[src/rtl/cpu_types_pkg.sv]
// Shared CPU types: register index, pipeline-control FSM states and the
// nine-bit latch control bundle with its canned output patterns.
package cpu_types_pkg;

  typedef logic [4:0] regbits_t;

  typedef enum logic [1:0] {
    RUN   = 2'd0,
    DWAIT = 2'd1,
    REDIR = 2'd2,
    HALT  = 2'd3
  } pctrl_state_t;

  typedef struct packed {
    logic pc_en;
    logic ifid_en;
    logic ifid_flush;
    logic idex_en;
    logic idex_flush;
    logic exmem_en;
    logic exmem_flush;
    logic memwb_en;
    logic memwb_flush;
  } pctrl_ctl_t;

  // Flush overrides enable at the latch, so enables left high under a flush are harmless.
  localparam pctrl_ctl_t CTL_RUN        = 9'b1_1_0_1_0_1_0_1_0;
  localparam pctrl_ctl_t CTL_RESET      = 9'b0_0_1_0_1_0_1_0_1;
  localparam pctrl_ctl_t CTL_IDLE       = 9'b0_0_0_0_0_0_0_0_0;
  localparam pctrl_ctl_t CTL_DMEM       = 9'b0_0_0_0_0_0_0_0_1;
  localparam pctrl_ctl_t CTL_LOAD_USE   = 9'b0_0_0_1_1_1_0_1_0;
  localparam pctrl_ctl_t CTL_BR_HIT     = 9'b1_1_1_1_1_1_0_1_0;
  localparam pctrl_ctl_t CTL_BR_MISS    = 9'b1_0_0_1_1_1_0_1_0;
  localparam pctrl_ctl_t CTL_REDIR_WAIT = 9'b0_0_0_1_1_1_0_1_0;
  localparam pctrl_ctl_t CTL_REDIR_DONE = 9'b0_1_1_1_1_1_0_1_0;
  localparam pctrl_ctl_t CTL_IMISS      = 9'b0_1_1_1_0_1_0_1_0;

endpackage

[src/rtl/hazard_detect.sv]
// Load-use hazard compare: a load in EX whose destination feeds the ID instruction.
module hazard_detect
  import cpu_types_pkg::*;
(
  input  logic     ex_dREN,
  input  regbits_t ex_Rt,
  input  regbits_t id_Rs,
  input  regbits_t id_Rt,
  output logic     load_use
);

  assign load_use = ex_dREN && (ex_Rt != '0) && ((ex_Rt == id_Rs) || (ex_Rt == id_Rt));

endmodule

[src/rtl/pipeline_ctrl.sv]
// Pipeline stall/flush controller for a five-stage CPU.
// Optional performance counters are built when PIPE_PERF_EN is defined.
//
// state | meaning
// RUN   | normal issue; hazards resolved combinationally
// DWAIT | data access outstanding, whole pipe frozen
// REDIR | PC redirected while a wrong-path fetch is still outstanding
// HALT  | processor halted until reset
module pipeline_ctrl
  import cpu_types_pkg::*;
#(
  parameter int CNT_W = 32
) (
  input  logic             CLK,
  input  logic             RST,
  input  logic             ihit,
  input  logic             dhit,
  input  logic             mem_dREN,
  input  logic             mem_dWEN,
  input  logic             ex_dREN,
  input  regbits_t         ex_Rt,
  input  regbits_t         id_Rs,
  input  regbits_t         id_Rt,
  input  logic             ex_branch_taken,
  input  logic             ex_jump,
  input  logic             mem_halt,
  output logic             pc_en,
  output logic             ifid_en,
  output logic             ifid_flush,
  output logic             idex_en,
  output logic             idex_flush,
  output logic             exmem_en,
  output logic             exmem_flush,
  output logic             memwb_en,
  output logic             memwb_flush,
  output logic             halt
`ifdef PIPE_PERF_EN
  ,
  output logic [CNT_W-1:0] stall_cnt,
  output logic [CNT_W-1:0] flush_cnt
`endif
);

  pctrl_state_t state, state_next;
  pctrl_ctl_t   ctl;
  logic         load_use;
  logic         redirect;
  logic         dmem_wait;

  hazard_detect u_hazard_detect (
    .ex_dREN  (ex_dREN),
    .ex_Rt    (ex_Rt),
    .id_Rs    (id_Rs),
    .id_Rt    (id_Rt),
    .load_use (load_use)
  );

  assign redirect  = ex_branch_taken | ex_jump;
  // Once waiting, only dhit releases the freeze; the request itself is held in EX/MEM.
  assign dmem_wait = (state == DWAIT) ? ~dhit : ((mem_dREN | mem_dWEN) & ~dhit);

  always_comb begin
    ctl        = CTL_RUN;
    state_next = state;
    if (RST) begin
      ctl        = CTL_RESET;
      state_next = RUN;
    end else begin
      case (state)
        HALT: ctl = CTL_IDLE;
        REDIR: begin
          if (mem_halt) begin
            ctl        = CTL_IDLE;
            state_next = HALT;
          end else if (dmem_wait) begin
            ctl = CTL_DMEM;
          end else if (ihit) begin
            // PC already holds the target; drop the stale fetch and do not advance.
            ctl        = CTL_REDIR_DONE;
            state_next = RUN;
          end else begin
            ctl = CTL_REDIR_WAIT;
          end
        end
        default: begin
          state_next = RUN;
          if (mem_halt) begin
            ctl        = CTL_IDLE;
            state_next = HALT;
          end else if (dmem_wait) begin
            ctl        = CTL_DMEM;
            state_next = DWAIT;
          end else if (load_use) begin
            ctl = CTL_LOAD_USE;
          end else if (redirect && ihit) begin
            ctl = CTL_BR_HIT;
          end else if (redirect) begin
            ctl        = CTL_BR_MISS;
            state_next = REDIR;
          end else if (!ihit) begin
            ctl = CTL_IMISS;
          end
        end
      endcase
    end
  end

  always_ff @(posedge CLK) begin
    if (RST) state <= RUN;
    else     state <= state_next;
  end

  assign pc_en       = ctl.pc_en;
  assign ifid_en     = ctl.ifid_en;
  assign ifid_flush  = ctl.ifid_flush;
  assign idex_en     = ctl.idex_en;
  assign idex_flush  = ctl.idex_flush;
  assign exmem_en    = ctl.exmem_en;
  assign exmem_flush = ctl.exmem_flush;
  assign memwb_en    = ctl.memwb_en;
  assign memwb_flush = ctl.memwb_flush;
  assign halt        = (state == HALT);

`ifdef PIPE_PERF_EN
  localparam logic [CNT_W-1:0] CNT_ONE = 1;
  logic any_flush;

  assign any_flush = ctl.ifid_flush | ctl.idex_flush | ctl.exmem_flush | ctl.memwb_flush;

  always_ff @(posedge CLK) begin
    if (RST) begin
      stall_cnt <= '0;
      flush_cnt <= '0;
    end else begin
      if ((state != HALT) && !ctl.pc_en && (stall_cnt != '1)) stall_cnt <= stall_cnt + CNT_ONE;
      if (any_flush && (flush_cnt != '1))                      flush_cnt <= flush_cnt + CNT_ONE;
    end
  end
`endif

endmodule

[config.mk]
export PLATFORM = sky130hd
export DESIGN_NAME = pipeline_ctrl
export DESIGN_NICKNAME = d
export VERILOG_FILES = /design/src/rtl/cpu_types_pkg.sv /design/src/rtl/hazard_detect.sv /design/src/rtl/pipeline_ctrl.sv
export SDC_FILE = /design/constraint.sdc
export NUM_CORES = 1
export LEC_CHECK = 0
export ABC_AREA = 1
export BUFFER_PORTS_ARGS = -buffer_cell sky130_fd_sc_hd__buf_2
export CAP_MARGIN = 15
export CORE_AREA = 2 2 39 41
export DETAILED_ROUTE_END_ITERATION = 12
export DIE_AREA = 0 0 41 43
export PLACE_DENSITY = 0.77
export SKIP_LAST_GASP = 1
export SLEW_MARGIN = 20
export SYNTH_ARGS = -nofsm -noshare
export SYNTH_HDL_FRONTEND = slang
export SYNTH_HIERARCHICAL = 1
export SYNTH_SLANG_ARGS = --single-unit
[constraint.sdc]
create_clock -name CLK -period 3.4 [get_ports CLK]
set_input_delay 1.02 -clock CLK [delete_from_list [all_inputs] [get_ports CLK]]
set_output_delay 1.02 -clock CLK [all_outputs]
set_load 0.02 [all_outputs]
==> impl_table.tex <==
\begin{tabular}{lr}
\hline
Metric & Value \\
\hline
\multicolumn{2}{l}{\textbf{Cells and area}} \\
\quad Fraction of final layout cells with drive strength greater than 1 & 0.419 \\
\quad Post-route cell area & 713 um2 \\
\quad Final Util & 0.515 \\
\quad Max reg flops & 2 \\
\quad Largest registers ranked by flip-flop count & state x2 \\
\quad Layout overhead on the synthesized area & 37.7\% \\
\quad Final net count & 160 \\
\quad \# diodes & 0 \\
\quad Leading cell types in the layout, fill and taps excluded & 34 x sky130\_fd\_sc\_hd\_\_buf\_2, 26 x sky130\_fd\_sc\_hd\_\_nand2\_1, 13 x sky130\_fd\_sc\_hd\_\_inv\_1, 10 x sky130\_fd\_sc\_hd\_\_nor2\_1, 7 x sky130\_fd\_sc\_hd\_\_inv\_2 \\
\quad Commonest non-fill, non-tap cell in the layout & sky130\_fd\_sc\_hd\_\_buf\_2 \\
\quad Register ranked first by flip-flop count & state \\
\multicolumn{2}{l}{\textbf{Synthesis}} \\
\quad Dominant combinational cell family by area after synthesis & simple AND/OR/NAND/NOR gates \\
\quad Sequential fraction of the synthesis area & 0.0773 \\
\quad Yosys warning total & 6 \\
\quad Count of distinct cell types in the synthesized netlist & 21 \\
\quad Basic-gate share of the synthesized area counting and, or, nand and nor cells & 0.466 \\
\quad Cells after synthesis & 95 \\
\quad Compound-cell area share of the yosys netlist & 0.121 \\
\quad Mux contribution to synthesized area & 0 \\
\quad Post-synthesis net count & 124 \\
\quad FF+latch count, synth & 2 \\
\quad Avg Cell Area, Syn & 5.45 um2 \\
\quad XOR/XNOR share of the synthesized area & 0.0507 \\
\quad Syn Std Cell Area & 518 um2 \\
\quad Adder-Cell Fraction of Synth Area & 0.0966 \\
\multicolumn{2}{l}{\textbf{Timing}} \\
\quad Setup ws final & between 100 and 150 ps \\
\quad Number of max-slew violations in the final report & 0 \\
\quad Worst Tran Pin Value & between 200 and 300 ps \\
\quad Timing-limited maximum frequency & just over 300 MHz \\
\quad Worst slew slack as a fraction of its limit & 0.828 \\
\quad Hold violation count in the final report & 0 \\
\quad Final setup violation count & 0 \\
\quad Tmin final & 3260 ps \\
\quad Max Clock Skew & 1.10 ps \\
\quad Share of the clock period used by the worst path after layout & 0.959 \\
\multicolumn{2}{l}{\textbf{Floorplanning}} \\
\quad Top Ports & 35 \\
\quad Floorplan die area & $\sim$0.0018 mm2 \\
\quad Core Footprint & 0.00138 mm2 \\
\quad Std-Cell Rows & 14 \\
\quad Die extent in y & 43 um \\
\quad Effective utilization at floorplan & 0.374 \\
\quad Die Span X & 41 um \\
\multicolumn{2}{l}{\textbf{Global route}} \\
\quad Pin count of the biggest net entering global routing & 7 \\
\quad Via count of the first global-routing pass & 563 \\
\quad Overall Global Routing Usage & 0.149 \\
\quad Wire length of the first global-routing pass & 1.95 mm \\
\quad Number of antenna violations at the first check in global routing & 0 \\
\quad Overflow left after global routing & 0 \\
\multicolumn{2}{l}{\textbf{Pwr}} \\
\quad Total Power Consumption & 0.163 mW \\
\quad Power per standard cell area & 228 mW/mm2 \\
\quad Power spent charging and discharging nets & 0.0641 mW \\
\quad Max VDD drop & 0.152 mV \\
\quad Part of the total power dissipated in the clock network & 0.311 \\
\quad Part of the power in registers & 0.176 \\
\quad Switching share of power & 0.394 \\
\quad Leak Pwr & around 0.46 nW \\
\quad Cell Int Power & 0.0986 mW \\
\quad Combinational share of power & 0.513 \\
\multicolumn{2}{l}{\textbf{CTS}} \\
\quad TritonCTS clock tree & done \\
\quad Clock buffers created by TritonCTS & 3 \\
\quad Sinks on the clock net & 2 \\
\quad Buffers from clock root to sink, at most & 2 \\
\quad Worst-skew pair later-pin latency & 220 ps \\
\quad CTS HTree Levels & 1 \\
\quad CTS root buf & sky130\_fd\_sc\_hd\_\_clkbuf\_4 \\
\quad CTS clk-pin slew, worst paths & around 30 ps \\
\quad Setup fix buffers added after clock tree synthesis & 0 \\
\multicolumn{2}{l}{\textbf{Route}} \\
\quad Average detailed-routed wire length per instance & $\sim$8.4 um \\
\quad Drt total wl & 1.22 mm \\
\quad Post-detailed-route count of antenna-violating nets & 0 \\
\quad Highest routed metal layer & met3 \\
\quad Total number of vias & 655 \\
\quad Detailed router's first-iteration violation count & 3 \\
\quad M1 wire length & slightly above 500 um \\
\quad Wire length on met2 & 669 um \\
\quad Router iterations before antenna repair & 4 \\
\quad Post-route DRC & 0 \\
\quad Detailed-route vias per instance & 4.52 \\
\quad Met3 wirelength from detailed routing & 36 um \\
\multicolumn{2}{l}{\textbf{Critical path}} \\
\quad Worst reg2reg setup slack & 2400 ps \\
\quad Critical path class & in2out \\
\quad Critical Path Sink Type & output pin \\
\quad Arrival time at the worst endpoint & between 2000 and 2500 ps \\
\quad Element type at the critical path start & primary input \\
\quad Worst reg2reg path startpoint & state[0] \\
\quad Endpoint of the worst register-to-register path & state[0] \\
\quad Peak fanout along the critical path & 3 \\
\quad Critical path data required time & $\sim$2400 ps \\
\quad Cell count of the worst reg-to-reg path & 7 \\
\multicolumn{2}{l}{\textbf{Placed design}} \\
\quad Placed wire-length estimate after detailed placement & 1.08 mm \\
\quad Placed Area & 686 um2 \\
\quad Count of input and output buffers & 34 \\
\quad Pre-CTS worst setup slack & 128 ps \\
\quad Global placer's final weighted congestion & 0.864 \\
\multicolumn{2}{l}{\textbf{Min path}} \\
\quad Hold Path Class & reg2reg \\
\quad WHS Path Cells & 2 \\
\quad Min-Delay Endpoint & state[0] \\
\quad Hold path startpoint & state[1] \\
\multicolumn{2}{l}{\textbf{Run status}} \\
\quad Outcome & finished, final reports clean \\
\multicolumn{2}{l}{\textbf{Run}} \\
\quad Count of maximum capacitance violations & 0 \\
\hline
\end{tabular}
-- area by class of cell --
type	count	area, um2
Fill cell	156	671
Multi-Input combinational cell	70	385
Timing Repair Buffer	34	170
Inverter	20	75.1
Sequential cell	2	40.0
Clock buffer	3	22.5
Tap cell	16	20.0
-- through the flow --
step / cells / setup TNS (ps) / hold slack (ps)
6_report: 145 / 0 / 513
4_1_cts: 145 / 0 / 513
3_3_place_gp: 142 / 0 / 502
5_1_grt: 145 / -6.95 / 539
3_5_place_dp: 142 / 0 / 509
2_1_floorplan: 95 / 0 / 477
-- how the worst max path moves through the flow --
stage | start | end | slack (ps) | cells past startpoint
after global placement | ex_Rt[0] | idex_flush | 140 | 10
after global routing | ex_Rt[2] | idex_flush | -7 | 12
after floorplan | id_Rs[2] | idex_flush | 180 | 10
after CTS | ex_Rt[0] | idex_flush | 130 | 10
after detailed placement | ex_Rt[0] | idex_flush | 130 | 10
final | ex_Rt[0] | idex_flush | 140 | 10
-- metal layers --
layer / track usage / vias up
li1: - / 357
met1: 0.185 / 289
met5: 0 / -
met4: 0.0400 / 0
met2: 0.266 / 9
met3: 0 / 0
-- timing repair --
item,in CTS,in global routing
endpoints found under the hold margin,0,0
endpoints found under the setup margin,0,1
resized for setup,0,4
hold buffers,0,0
-- power groups by stage --
stage               sequential (mW)  clock (mW)  combinational, mW
floorplan                    0.0283           0             0.0544
detailed placement           0.0288           0             0.0826
global placement             0.0287           0             0.0808
global route                 0.0288      0.0539             0.0945
finish                       0.0286      0.0506             0.0835
CTS                          0.0284      0.0528             0.0829
-- cells in the mapped netlist --
cell type / n / area [um2]
sky130_fd_sc_hd__inv_1: 15 / 56.3
sky130_fd_sc_hd__inv_2: 5 / 18.8
sky130_fd_sc_hd__ha_1: 4 / 50.1
sky130_fd_sc_hd__dfxtp_1: 2 / 40.0
sky130_fd_sc_hd__o21ai_0: 2 / 10.0
sky130_fd_sc_hd__nor2_1: 10 / 37.5
sky130_fd_sc_hd__nand3_1: 5 / 25.0
sky130_fd_sc_hd__o21bai_2: 1 / 11.3
sky130_fd_sc_hd__xor2_1: 1 / 8.76
sky130_fd_sc_hd__a21oi_2: 1 / 8.76
sky130_fd_sc_hd__nand2_4: 2 / 22.5
sky130_fd_sc_hd__nor2_4: 1 / 11.3
sky130_fd_sc_hd__nor3_1: 3 / 15.0
sky130_fd_sc_hd__xnor2_1: 2 / 17.5
sky130_fd_sc_hd__o21ai_1: 1 / 5.00
sky130_fd_sc_hd__nand4_1: 1 / 6.26
sky130_fd_sc_hd__buf_4: 3 / 22.5
sky130_fd_sc_hd__nand2_1: 28 / 105
sky130_fd_sc_hd__a21oi_1: 4 / 20.0
sky130_fd_sc_hd__nand2_2: 3 / 18.8
sky130_fd_sc_hd__o31ai_1: 1 / 7.51
-- critical path, stage by stage --
cell and delay [ps]:
sky130_fd_sc_hd__buf_2 120, sky130_fd_sc_hd__xor2_1 140, sky130_fd_sc_hd__nor2_1 120, sky130_fd_sc_hd__nand3_1 90, sky130_fd_sc_hd__a21oi_2 160, sky130_fd_sc_hd__inv_2 50
sky130_fd_sc_hd__nand2_2 80, sky130_fd_sc_hd__nor3_1 60, sky130_fd_sc_hd__o31ai_1 210, sky130_fd_sc_hd__buf_2 200
-- logic make-up after synthesis --
group / after synthesis
AOI/OAI and AO/OA: 10
DFF: 2
buffers and inverters: 23
xor gates and xnor gates: 3
and+or+nand+nor: 53
adders and majority gates: 4
Note: power is estimated with default switching activity, not from simulation.
